===== config.mk =====
export PLATFORM = sky130hd
export DESIGN_NAME = readout_stepper
export DESIGN_NICKNAME = d
export VERILOG_FILES = /design/src/rtl/readout_stepper_pkg.sv /design/src/rtl/readout_stepper_button_debounce.sv /design/src/rtl/readout_stepper.sv
export SDC_FILE = /design/constraint.sdc
export NUM_CORES = 1
export LEC_CHECK = 0
export ABC_AREA = 1
export CELL_PAD_IN_SITES_DETAIL_PLACEMENT = 1
export CELL_PAD_IN_SITES_GLOBAL_PLACEMENT = 1
export CORE_MARGIN = 8
export CORE_UTILIZATION = 28
export CTS_CLUSTER_SIZE = 8
export DETAILED_ROUTE_END_ITERATION = 8
export GPL_ROUTABILITY_DRIVEN = 0
export MAX_ROUTING_LAYER = met4
export PLACE_DENSITY = 0.7
export SYNTH_ARGS = -nofsm -noshare
export SYNTH_HDL_FRONTEND = slang
export SYNTH_SLANG_ARGS = --single-unit

===== constraint.sdc =====
create_clock -name clk -period 3.59 [get_ports clk]
set_input_delay 1.077 -clock clk [delete_from_list [all_inputs] [get_ports clk]]
set_output_delay 1.077 -clock clk [all_outputs]
set_load 0.02 [all_outputs]

===== src/rtl/readout_stepper_pkg.sv =====
// Shared types and helpers for the post-run readout stepper.
// The FSM states and the index-width rule are used by the stepper and its bench.
package readout_stepper_pkg;

  typedef enum logic [1:0] {
    IDLE  = 2'd0,
    FETCH = 2'd1,
    SHOW  = 2'd2
  } state_e;

  // Index width for n addressable words; never narrower than one bit.
  function automatic int calc_aw(input int n);
    return (n <= 2) ? 1 : $clog2(n);
  endfunction

endpackage


===== src/rtl/readout_stepper_button_debounce.sv =====
// Push-button conditioning: 2-flop synchroniser, stability counter and a
// one-cycle pulse on every accepted 0->1 transition.
module button_debounce #(
  parameter int DEBOUNCE_CYCLES = 16
) (
  input  logic clk,
  input  logic rst,
  input  logic button_i,
  output logic step_o
);

  localparam int CW = (DEBOUNCE_CYCLES <= 1) ? 1 : $clog2(DEBOUNCE_CYCLES);
  localparam logic [CW-1:0] CNT_LAST = CW'(DEBOUNCE_CYCLES - 1);

  logic          sync1_q;
  logic          sync2_q;
  logic          level_q, level_d;
  logic [CW-1:0] cnt_q, cnt_d;
  logic          step_q, step_d;

  always_ff @(posedge clk or posedge rst) begin
    if (rst) begin
      sync1_q <= 1'b0;
      sync2_q <= 1'b0;
      level_q <= 1'b0;
      cnt_q   <= '0;
      step_q  <= 1'b0;
    end else begin
      sync1_q <= button_i;
      sync2_q <= sync1_q;
      level_q <= level_d;
      cnt_q   <= cnt_d;
      step_q  <= step_d;
    end
  end

  // The count only survives while the synchronised level keeps disagreeing
  // with the accepted one; any agreeing cycle starts it over.
  always_comb begin
    level_d = level_q;
    cnt_d   = '0;
    step_d  = 1'b0;
    if (sync2_q != level_q) begin
      if (cnt_q == CNT_LAST) begin
        level_d = sync2_q;
        step_d  = sync2_q;
      end else begin
        cnt_d = cnt_q + CW'(1);
      end
    end
  end

  assign step_o = step_q;

endmodule


===== src/rtl/readout_stepper.sv =====
// Post-run result viewer: once the core halts, each debounced button press
// steps an index through a read port and shows the selected word.
module readout_stepper
  import readout_stepper_pkg::*;
#(
  parameter int WIDTH           = 32,
  parameter int NUM_REGS        = 32,
  parameter int DEBOUNCE_CYCLES = 16,
  parameter int RD_LATENCY      = 1,
  parameter int WRAP            = 1
) (
  input  logic                          clk,
  input  logic                          rst,
  input  logic                          button,
  input  logic                          dir,
  input  logic                          halted,
  output logic [calc_aw(NUM_REGS)-1:0]  rd_addr,
  input  logic [WIDTH-1:0]              rd_data,
  output logic [WIDTH-1:0]              out,
  output logic [calc_aw(NUM_REGS)-1:0]  idx,
  output logic                          valid
);

  localparam int AW = calc_aw(NUM_REGS);
  localparam int LW = (RD_LATENCY <= 1) ? 1 : $clog2(RD_LATENCY);
  localparam logic [AW-1:0] IDX_LAST = AW'(NUM_REGS - 1);
  localparam logic [LW-1:0] LAT_LAST = LW'(RD_LATENCY - 1);

  logic step;

  button_debounce #(
    .DEBOUNCE_CYCLES(DEBOUNCE_CYCLES)
  ) u_debounce (
    .clk      (clk),
    .rst      (rst),
    .button_i (button),
    .step_o   (step)
  );

  state_e           state_q, state_d;
  logic [AW-1:0]    idx_q, idx_d;
  logic [AW-1:0]    addr_q, addr_d;
  logic [WIDTH-1:0] out_q, out_d;
  logic             valid_q, valid_d;
  logic             pend_q, pend_d;
  logic             pend_dir_q, pend_dir_d;
  logic [LW-1:0]    lat_q, lat_d;
  logic [AW-1:0]    nxt_idx;

  // Explicit end checks keep a non-power-of-two range from leaking past NUM_REGS-1.
  function automatic logic [AW-1:0] next_index(input logic [AW-1:0] cur, input logic down);
    if (!down) begin
      if (cur == IDX_LAST) return (WRAP != 0) ? '0 : cur;
      return cur + AW'(1);
    end
    if (cur == '0) return (WRAP != 0) ? IDX_LAST : cur;
    return cur - AW'(1);
  endfunction

  always_ff @(posedge clk or posedge rst) begin
    if (rst) begin
      state_q    <= IDLE;
      idx_q      <= '0;
      addr_q     <= '0;
      out_q      <= '0;
      valid_q    <= 1'b0;
      pend_q     <= 1'b0;
      pend_dir_q <= 1'b0;
      lat_q      <= '0;
    end else begin
      state_q    <= state_d;
      idx_q      <= idx_d;
      addr_q     <= addr_d;
      out_q      <= out_d;
      valid_q    <= valid_d;
      pend_q     <= pend_d;
      pend_dir_q <= pend_dir_d;
      lat_q      <= lat_d;
    end
  end

  always_comb begin
    state_d    = state_q;
    idx_d      = idx_q;
    addr_d     = addr_q;
    out_d      = out_q;
    valid_d    = valid_q;
    pend_d     = pend_q;
    pend_dir_d = pend_dir_q;
    lat_d      = lat_q;
    nxt_idx    = next_index(idx_q, pend_q ? pend_dir_q : dir);

    // Losing halted beats everything, including a step in the same cycle.
    if (!halted) begin
      state_d = IDLE;
      valid_d = 1'b0;
      pend_d  = 1'b0;
    end else begin
      case (state_q)
        IDLE: begin
          idx_d   = '0;
          addr_d  = '0;
          lat_d   = '0;
          valid_d = 1'b0;
          state_d = FETCH;
        end
        FETCH: begin
          if (step && !pend_q) begin
            pend_d     = 1'b1;
            pend_dir_d = dir;
          end
          if (lat_q == LAT_LAST) begin
            out_d   = rd_data;
            valid_d = 1'b1;
            lat_d   = '0;
            state_d = SHOW;
          end else begin
            lat_d = lat_q + LW'(1);
          end
        end
        SHOW: begin
          // A saturated step still refetches so valid visibly re-asserts.
          if (step || pend_q) begin
            idx_d   = nxt_idx;
            addr_d  = nxt_idx;
            valid_d = 1'b0;
            pend_d  = 1'b0;
            lat_d   = '0;
            state_d = FETCH;
          end
        end
        default: begin
          state_d = IDLE;
          valid_d = 1'b0;
          pend_d  = 1'b0;
        end
      endcase
    end
  end

  assign rd_addr = addr_q;
  assign out     = out_q;
  assign idx     = idx_q;
  assign valid   = valid_q;

endmodule

* Word level (Yosys, flattened, before mapping)
Index checks and enable logic that the tools add are counted.
** Storage, ports and cells
- Flip-flop bits (word level) :: 51
- Output and inout port bits :: 43
- Logic and storage cells :: 71
** Operators by class
- Add/sub/neg operators :: 4
- Equality and inequality tests :: 10
- Muxes and demuxes :: 30
- Bitwise gates (word level) :: 1
- Reductions and logical operators :: 14
** Operator list (count)
- $mux W5 :: 7
- $reduce_and A3 Y1 :: 5
- $mux W1 :: 13
- $pmux W5 S2 :: 1
- $ne A3 B3 Y1 const B :: 3
- $mux W4 :: 2
- $mux W2 :: 3
- $pmux W1 S3 :: 2
- $pmux W2 S3 :: 1
- $add A5 B1 Y5 const B :: 1
- $eq A5 B5 Y1 const B :: 1
- $logic_not A5 Y1 :: 1
- $sub A5 B1 Y5 const B :: 1
- $add A4 B1 Y4 const B :: 1
- $eq A4 B4 Y1 const B :: 1
- $ne A2 B2 Y1 const B :: 2
- $reduce_and A2 Y1 :: 2
- $reduce_bool A3 Y1 :: 1
- $eq A2 B1 Y1 const B :: 1
- $eq A2 B2 Y1 const B :: 1
- $logic_not A2 Y1 :: 1
- $pmux W1 S2 :: 1
- $reduce_bool A2 Y1 :: 1
- $add A1 B1 Y1 const B :: 1
- 5 further kinds :: 5

* Depth between registers and ports, before layout
Gate-level depths: netlist of run 1.
- Word-level depth :: 10
- Gate-level depth with buffers :: 9
- Depth with buffers taken out :: 9

* Cells and area by module
A second synthesis of run 1 with hierarchy kept.
** Second synthesis, totals
- Cells, all modules :: 268
- Area total of the unflattened synthesis :: 2209.6 um2
** Modules (own cells, without submodules)
- readout_stepper :: instances 1, cells each 234, area an instance 1879.3 um2, sequential area each 1051.0 um2
- button_debounce :: instances 1, cells each 34, area an instance 330.3 um2, sequential area each 200.2 um2

* Least setup slack after synthesis of run 1
Ideal clock, no wire load.
- Path kind :: register -> output
- Start point :: reg addr_q[0] (netlist: rd_addr[0])
- End point :: out rd_addr[0]
- Arrival :: 0.735 ns
- Setup slack :: 1.778 ns
- Cell stages (with the launch flop) :: 2
- Cells stage by stage :: dfrtp_1 > buf_4
** RTL lines
- from (decl) :: line readout_stepper.sv:42 : logic [AW-1:0] addr_q, addr_d;
- from (signal assigned) :: line readout_stepper.sv:73 : addr_q <= addr_d;
- to (decl) :: line readout_stepper.sv:17 : output logic [calc_aw(NUM_REGS)-1:0] rd_addr,
No word-level cell between the ends.

==> impl.org, run 1 <==
** Power and ir drop
- Of the total power, the clock network draws 24.7%.
- Net switching power of the design :: 0.486 mW
- Across the VDD grid, the largest voltage drop is 0.186 mV.
- Power spread over the standard cell area amounts to 509 nW/µm².
- Switching share of power :: 30.3%
- In this run, flip-flops and latches consume 44.8% of the power.
- Cell internal power was estimated by the tool at 1.12 mW.
- Logic pwr share :: 30.4%
- Summed over all cells, the static leakage comes to 1.56 nW.
- The design draws 1.61 mW.

** Worst setup path
- In this run the register-to-register setup slack is 2.02 ns.
- Dominant delay contributor by cell family on the critical path :: buffers and inverters
- CP max stage delay :: 0.68 ns
- Data arrival time of the worst path :: 1.53 ns
- The critical path goes through clkdlybuf4s50_1.
- STA classifies the critical path endpoint as an output port.
- The most critical setup path has its startpoint at rd_addr[2].
- Slowest CP cell :: sky130_fd_sc_hd__clkdlybuf4s50_1
- Maximum fanout along the worst path :: 11
- Start-to-end type of the worst setup path :: reg -> out
- For the worst setup path, the data required time is 2.51 ns.
- The worst setup path is launched from a flop.
- The worst register-to-register path begins at state_q[0].
- Together, buffers and inverters on the worst path number 1.

** Drt
- Wires add up to 5720 µm.
- Via/cell ratio :: 4.31
- The first TritonRoute pass finished after 4 iterations.
- The detailed router finished its first iteration with 32 violations.
- In the routed design, unresolved DRC markers number 0.
- Wire length per cell :: 13.1 µm
- The detail route stage leaves a number of antenna-violating nets equal to 0.
- Total via count in the routed design :: 1879

** Logic synthesis
- The mapped netlist covers 2160 µm².
- Distinct cells, synth :: 19
- Most used standard cells in the synthesized netlist :: sky130_fd_sc_hd__nand2_1, sky130_fd_sc_hd__dfrtp_1, sky130_fd_sc_hd__nand3_1
- Synthesis produced 256 cells.
- In the post-synthesis netlist, the biggest area contributors are sky130_fd_sc_hd__dfrtp_1, sky130_fd_sc_hd__nand2_1, sky130_fd_sc_hd__nand3_1.
- Synth warnings :: 0
- For this run, the register share of the synthesized area comes to 57.8%.
- Synthesis produced a netlist with a net count of 297.
- Most repeated cell in the gate-level netlist after synthesis :: sky130_fd_sc_hd__nand2_1
- Most area-hungry cell type in the Yosys netlist :: sky130_fd_sc_hd__dfrtp_1
- Number of enable flip-flop cells after synthesis :: 0
- Of all flip-flops after synthesis, the portion carrying an async set or reset was 100%.
- FF+latch count, synth :: 50
- Area fraction of the dominant cell type after synthesis :: 57.8%
- The most used flip-flop cell after synthesis is sky130_fd_sc_hd__dfrtp_1.
- Mean instance size in the synthesized netlist :: 8.45 µm²

** Finish
- The post-route netlist has 5.09% of its cells at a drive strength greater than 1.
- Final design utilization :: 41.4%
- Filler Cells Inserted :: 920
- The final layout contains 375 nets.
- Compared with the post-synthesis result, the final layout area differs by 45.7%.
- Final antenna diode count :: 0

** Clocking
- Post-CTS repair timing setup buffer count :: 0
- TritonCTS sink count :: 50
- The later pin in the worst-skew pair is clocked with a latency of 0.30 ns.
- The H-tree was split into 2 levels.
- The number of clock buffers added by TritonCTS is 5.
- CTS tree :: done
- Clock-pin slew was measured on the worst setup and hold paths at 0.08 ns.
- Post-CTS repair changed the size of 0 cells.
- Post-CTS Hold Buffers :: 0
- The clock passes through at most 2 buffers.
- Root buf cell :: sky130_fd_sc_hd__clkbuf_8

** GRT
- Wire length of the first global-routing pass :: 10100 µm
- The via count of the first global-routing pass was 2134.
- Largest net degree at the start of global routing :: 34
- Number of antenna violations at the first check in global routing :: 0
- Global routing consumed, over all layers together, 11.3% of the routing resources.
- Remaining global-route overflow :: 0

** STA
- After layout, the minimum clock period comes to 2.60 ns.
- In the final timing run, aggregate negative setup slack is 0 ns.
- Setup repair after global routing left no endpoint under its margin.
- Fin Clk Skew :: 0.00382 ns
- Worst Hold Slack :: 0.365 ns
- Final count of negative-setup-slack endpoints :: 0
- For the pin with the worst max-slew slack, the measured transition is 0.562 ns.
- Crit share post-route :: 72.5%
- Final max-slew violation count :: 0
- Final hold violations :: 0
- Highest achievable clock rate :: 384 MHz
- Worst rel slew slack :: 62.5%

** Placed design
- Placed wire-length estimate after detailed placement :: 4470 µm
- Number of port buffers :: 79

** Die
- Die X :: 104 µm
- The region available for standard cell placement spans 7610 µm².
- The die is 104 µm tall.
- Num rows :: 32
- For this configuration, the core starts out at a cell density of 28.4%.
- 80 I/O pins were placed.
- Floorplan die area :: 10800 µm²

** Run status
- Result of the run :: finished, final reports clean

** Hold path
- The worst hold path belongs to the class reg -> reg.
- Worst hold path startpoint :: u_debounce.sync1_q

** Job
- The tool flagged a number of max-cap violations equal to 0.
cell families (layout without fill, tap and decap cells):
group,Yosys count,count (layout),share of synthesized area (%)
adder cells (fa/ha/maj),4,4,2.31
AO/OA/AOI/OAI,10,10,2.54
flip-flops,50,50,57.8
XOR/XNOR,3,3,1.21
buffers and inverters,30,108,6.48
AND/OR/NAND/NOR,159,159,29.6
per-layer routing:
layer / GRT usage (%) / vias up / part of all wire (%)
li1: - / 938 / -
met2: 18.5 / 53 / 47
met4: 2.17 / 0 / 0.80
met3: 3.28 / 6 / 5.0
met5: - / - / 0
met1: 13.7 / 882 / 47
worst reg2reg max path: stages, from the launching register on:
cell                      delay [ns]
sky130_fd_sc_hd__dfrtp_1        0.40
sky130_fd_sc_hd__inv_2          0.10
sky130_fd_sc_hd__nor3_4         0.05
sky130_fd_sc_hd__buf_4          0.20
sky130_fd_sc_hd__inv_2          0.44
sky130_fd_sc_hd__nand2_1        0.15
sky130_fd_sc_hd__o21a_1         0.13
power by group through the flow:
stage	Clock (mW)	Combinational (mW)	Sequential, mW
after CTS	0.420	0.503	0.722
after detailed placement	0	0.502	0.731
after global placement	0	0.491	0.731
after floorplan	0	0.109	0.841
final	0.397	0.489	0.720
after global routing	0.435	0.531	0.736
metrics by stage:
stage,std cells,area (µm²),setup WS [ns]
floorplan,256,2160,1.31
global route,436,3150,0.918
detailed placement,429,3040,0.825
global placement,429,3040,0.871
finish,436,3150,0.987
CTS,436,3150,0.950
final cells by class:
cell class | count | area [µm²] | share of cell area, %
inverters | 18 | 67.6 | 2.14
clock buffers | 6 | 82.6 | 2.62
flip-flops and latches | 50 | 1250 | 39.7
multi-input cells | 176 | 772 | 24.5
clock inverters | 1 | 30.0 | 0.953
well taps | 102 | 128 | 4.05
repair buffers | 83 | 821 | 26.0
placed cells by master (no fill, tap or decap), types with 6 or more instances in the layout:
master                            netlist  final
sky130_fd_sc_hd__nand2_1              127    127
sky130_fd_sc_hd__clkdlybuf4s50_1        0     79
sky130_fd_sc_hd__dfrtp_1               50     50
sky130_fd_sc_hd__nand3_1               17     17
sky130_fd_sc_hd__inv_1                 15     14
sky130_fd_sc_hd__nor2_1                10     10
sky130_fd_sc_hd__o21ai_0                6      6
sky130_fd_sc_hd__clkbuf_8               0      6
registers in the layout, summed over array words and instances, names as in the netlist:
name                count
out                    32
rd_addr                 5
u_debounce.cnt_q        4
state_q                 2
pend_dir_q              1
pend_q                  1
u_debounce.level_q      1
u_debounce.step_o       1
u_debounce.sync1_q      1
u_debounce.sync2_q      1
valid                   1
final timing paths:
kind | to | cells after the start
max reg2reg | valid | 6
max | idx[2] | 1
max in group asynchronous | out[11] | 3
min | u_debounce.sync2_q | 0
min reg2reg | u_debounce.sync2_q | 0
min in group asynchronous | out[30] | 2
No activity file was read; power rests on OpenSTA's default activity.
==> run 2: changes to the inputs <==
- PLACE_DENSITY: 0.7 -> 0.72
- clock period: 3.59 -> 2.1 ns (I/O delays scaled with it)
==> impl.org, run 2 (synthesis gave the netlist of run 1 again) <==
** Run status
- Result of the run :: finished, final reports clean (unchanged)

** Finish
- Layout cells sized above 1 :: 6.19% (was 5.09%)
- The synthesis-to-layout area growth was 47.0% (was 45.7%).
- Register area :: 1250 µm² (unchanged)
- Final antenna diode count :: 0 (unchanged)
- Max reg flops :: 32 (unchanged)
- Leading cell types in the layout, fill and taps excluded :: sky130_fd_sc_hd__nand2_1, sky130_fd_sc_hd__clkdlybuf4s50_1, sky130_fd_sc_hd__dfrtp_1 (unchanged)
- Area of combinational cells with multiple inputs :: 772 µm² (unchanged)
- Final design utilization :: 41.8% (was 41.4%)
- Filler Cells Inserted :: 918 (was 920)
- The most common library cell in the layout ignoring fill and taps is sky130_fd_sc_hd__nand2_1 (unchanged).
- Final net count :: 379 (was 375)

** Job
- The max-cap violation count was 0 (unchanged).

** Drt
- Total length of routed wires :: 6130 µm (was 5720 µm)
- The total vias in the final route came to 1908 (was 1879).
- Post-route antenna net violation count :: 0 (unchanged)
- Starting DRT DRC Count :: 54 (was 32)
- Via/cell ratio :: 4.33 (was 4.31)
- The detail-routed net length per standard cell came to 13.9 µm (was 13.1 µm).
- The first-pass iteration count of the detailed router came to 4 (unchanged).
- The DRC violation count after routing was 0 (unchanged).

** Worst setup path
- The number of buffers and inverters on the critical path came to 1 (unchanged).
- CP max stage delay :: 0.64 ns (was 0.68 ns)
- Slowest CP cell :: sky130_fd_sc_hd__clkdlybuf4s50_1 (unchanged)
- Kind of start point of the critical path :: flop (unchanged)
- The data arrival time of the worst path was 1.38 ns (was 1.53 ns).
- The type of the worst setup path is reg -> out (unchanged).
- The maximum fanout along the worst path came to 6 (was 11).
- Crit path cell chain: clkdlybuf4s50_1 (unchanged).
- Category of the worst setup path capture point :: output port (unchanged)
- Data required time at the worst endpoint :: 1.47 ns (was 2.51 ns)
- The cell family with the largest share of critical-path delay is buffers and inverters (unchanged).

** Power and ir drop
- Leakage power total :: 1.64 nW (was 1.56 nW)
- P per Cell Area :: 834 nW/µm² (was 509 nW/µm²)
- Post-route total power :: 2.65 mW (was 1.61 mW)
- The maximum resistive drop on vdd was 0.325 mV (was 0.186 mV).

** Clocking
- The post-CTS repair timing setup buffer count came to 0 (unchanged).
- TritonCTS sink count :: 50 (unchanged)
- CTS tree :: done (unchanged)
- Source-to-sink clock delay at the later pin of the worst-skew pair :: 0.29 ns (was 0.30 ns)
- Root buf cell :: sky130_fd_sc_hd__clkbuf_8 (unchanged)
- Clock-pin slew reported for the worst setup and hold paths after clock tree synthesis :: 0.09 ns (was 0.08 ns)
- Number of CTS-inserted buffers :: 5 (unchanged)
- The H-tree level count came to 2 (unchanged).
- The maximum buffer depth of the clock tree is 2 (unchanged).

** GRT
- The remaining global-route overflow came to 0 (unchanged).
- The wire length of the first global-routing pass came to 10400 µm (was 10100 µm).
- The maximum number of pins on one net before global-route repair came to 51 (was 34).
- GR met1 Demand/Resource :: 13.3% (was 13.7%)
- The met3 usage in global routing came to 4.28% (was 3.28%).
- Total routing usage reported by global routing :: 12.0% (was 11.3%)
- The met2 usage in global routing was 20.3% (was 18.5%).
- The via count of the first global-routing pass is 2143 (was 2134).
- Layer with the highest usage after global routing :: met2 (unchanged)
- The initial antenna violation count was 0 (unchanged).

** STA
- The final setup TNS is 0 ns (unchanged).
- Final count of negative-setup-slack endpoints :: 0 (unchanged)
- Final Critical Period :: 2.01 ns
- The worst path setup slack after routing came to 0.0923 ns (was 0.987 ns).
- Slew at the pin with the worst max-slew slack :: 0.559 ns (was 0.562 ns)
- RSZ-0062 raised after global routing :: no (unchanged)
- Final hold violations :: 0 (unchanged)
- The relative slew slack was 62.7% (was 62.5%).
- Timing would allow up to 498 MHz.
- Final max-slew violation count :: 0 (unchanged)
- Crit share post-route :: 95.6%
- The setup skew after layout was 0.00369 ns (was 0.00382 ns).

** Die
- Die X :: 104 µm (unchanged)
- The overall die area came to 10800 µm² (unchanged).
- Core ar. :: 7610 µm² (unchanged)
- Num rows :: 32 (unchanged)
- Ports placed on the boundary :: 80 (unchanged)
- The effective utilization at floorplan was 28.4% (unchanged).
- Height of the die :: 104 µm (unchanged)

** Placed design
- The post-detailed-placement half-perimeter wirelength was 4740 µm (was 4470 µm).
- The number of port buffers was 79 (unchanged).
- The worst slack at placement came to 0.0357 ns (was 0.825 ns).

** Hold path
- The path type of the worst min-delay path is reg -> reg (unchanged).
[run 2: cell count changes in the layout (fill, tap and decap cells not counted), sizes merged]
cell,previous run,this run
buf,4,8
bufinv,1,0
clkbuf,6,7
clkdlybuf4s50,79,76
clkinv,0,1
dlymetal6s2s,0,3
[run 2: routing by layer]
metal,routed length [µm],vias to the layer above
li1,-,944
met1,2560,901
met2,3080,56
met3,427,7
met4,59,0
met5,0,-
[run 2: final cells by class]
cell class	count	area share [%]
tap	102	4.01
clock inverter	1	0.157
sequential	50	39.3
clock buffer	7	2.71
multi-input combinational	176	24.3
timing repair buffer	87	27.4
inverter	18	2.12
[run 2: repair_timing]
item / 4_1_cts / 5_1_grt
hold buffers: 0 / 0
setup endpoints to repair: 0 / 4
resized for setup: 0 / 3
[run 2: worst reg2reg max path, stage by stage, from the launching register on]
cell and delay (ns):
sky130_fd_sc_hd__dfrtp_1 0.42, sky130_fd_sc_hd__buf_4 0.18, sky130_fd_sc_hd__ha_1 0.22, sky130_fd_sc_hd__nand2_1 0.08, sky130_fd_sc_hd__nor2_1 0.04, sky130_fd_sc_hd__ha_1 0.21
sky130_fd_sc_hd__nor2_1 0.11, sky130_fd_sc_hd__nand3_1 0.07, sky130_fd_sc_hd__nand2_1 0.07, sky130_fd_sc_hd__nand2_1 0.05, sky130_fd_sc_hd__nand2_1 0.05
[run 2: final timing paths]
path	from	end	slack, ns	cells past startpoint
max in group asynchronous	rst	out[16]	1.17	3
min in group asynchronous	rst	out[22]	0.68	3
worst max-delay path	rd_addr[4]	idx[4]	0.09	1
worst max register to register	rd_addr[0]	rd_addr[3]	0.54	10
worst min-delay path	u_debounce.sync1_q	u_debounce.sync2_q	0.36	0
worst min register to register	u_debounce.sync1_q	u_debounce.sync2_q	0.36	0
[run 2: report_power, final]
part           internal [mW]  total, mW  switching [mW]
Sequential              1.13       1.23          0.0982
Clock                  0.266      0.569           0.303
Combinational          0.406      0.855           0.450
Total                   1.80       2.65           0.851
[run 2: metrics by stage]
stage | cells | cell area, µm² | hold WS, ns
after detailed placement | 433 | 3080 | 0.340
after global routing | 441 | 3180 | 0.365
after global placement | 433 | 3080 | 0.338
final | 441 | 3180 | 0.355
after floorplan | 256 | 2160 | 0.331
after CTS | 441 | 3170 | 0.360
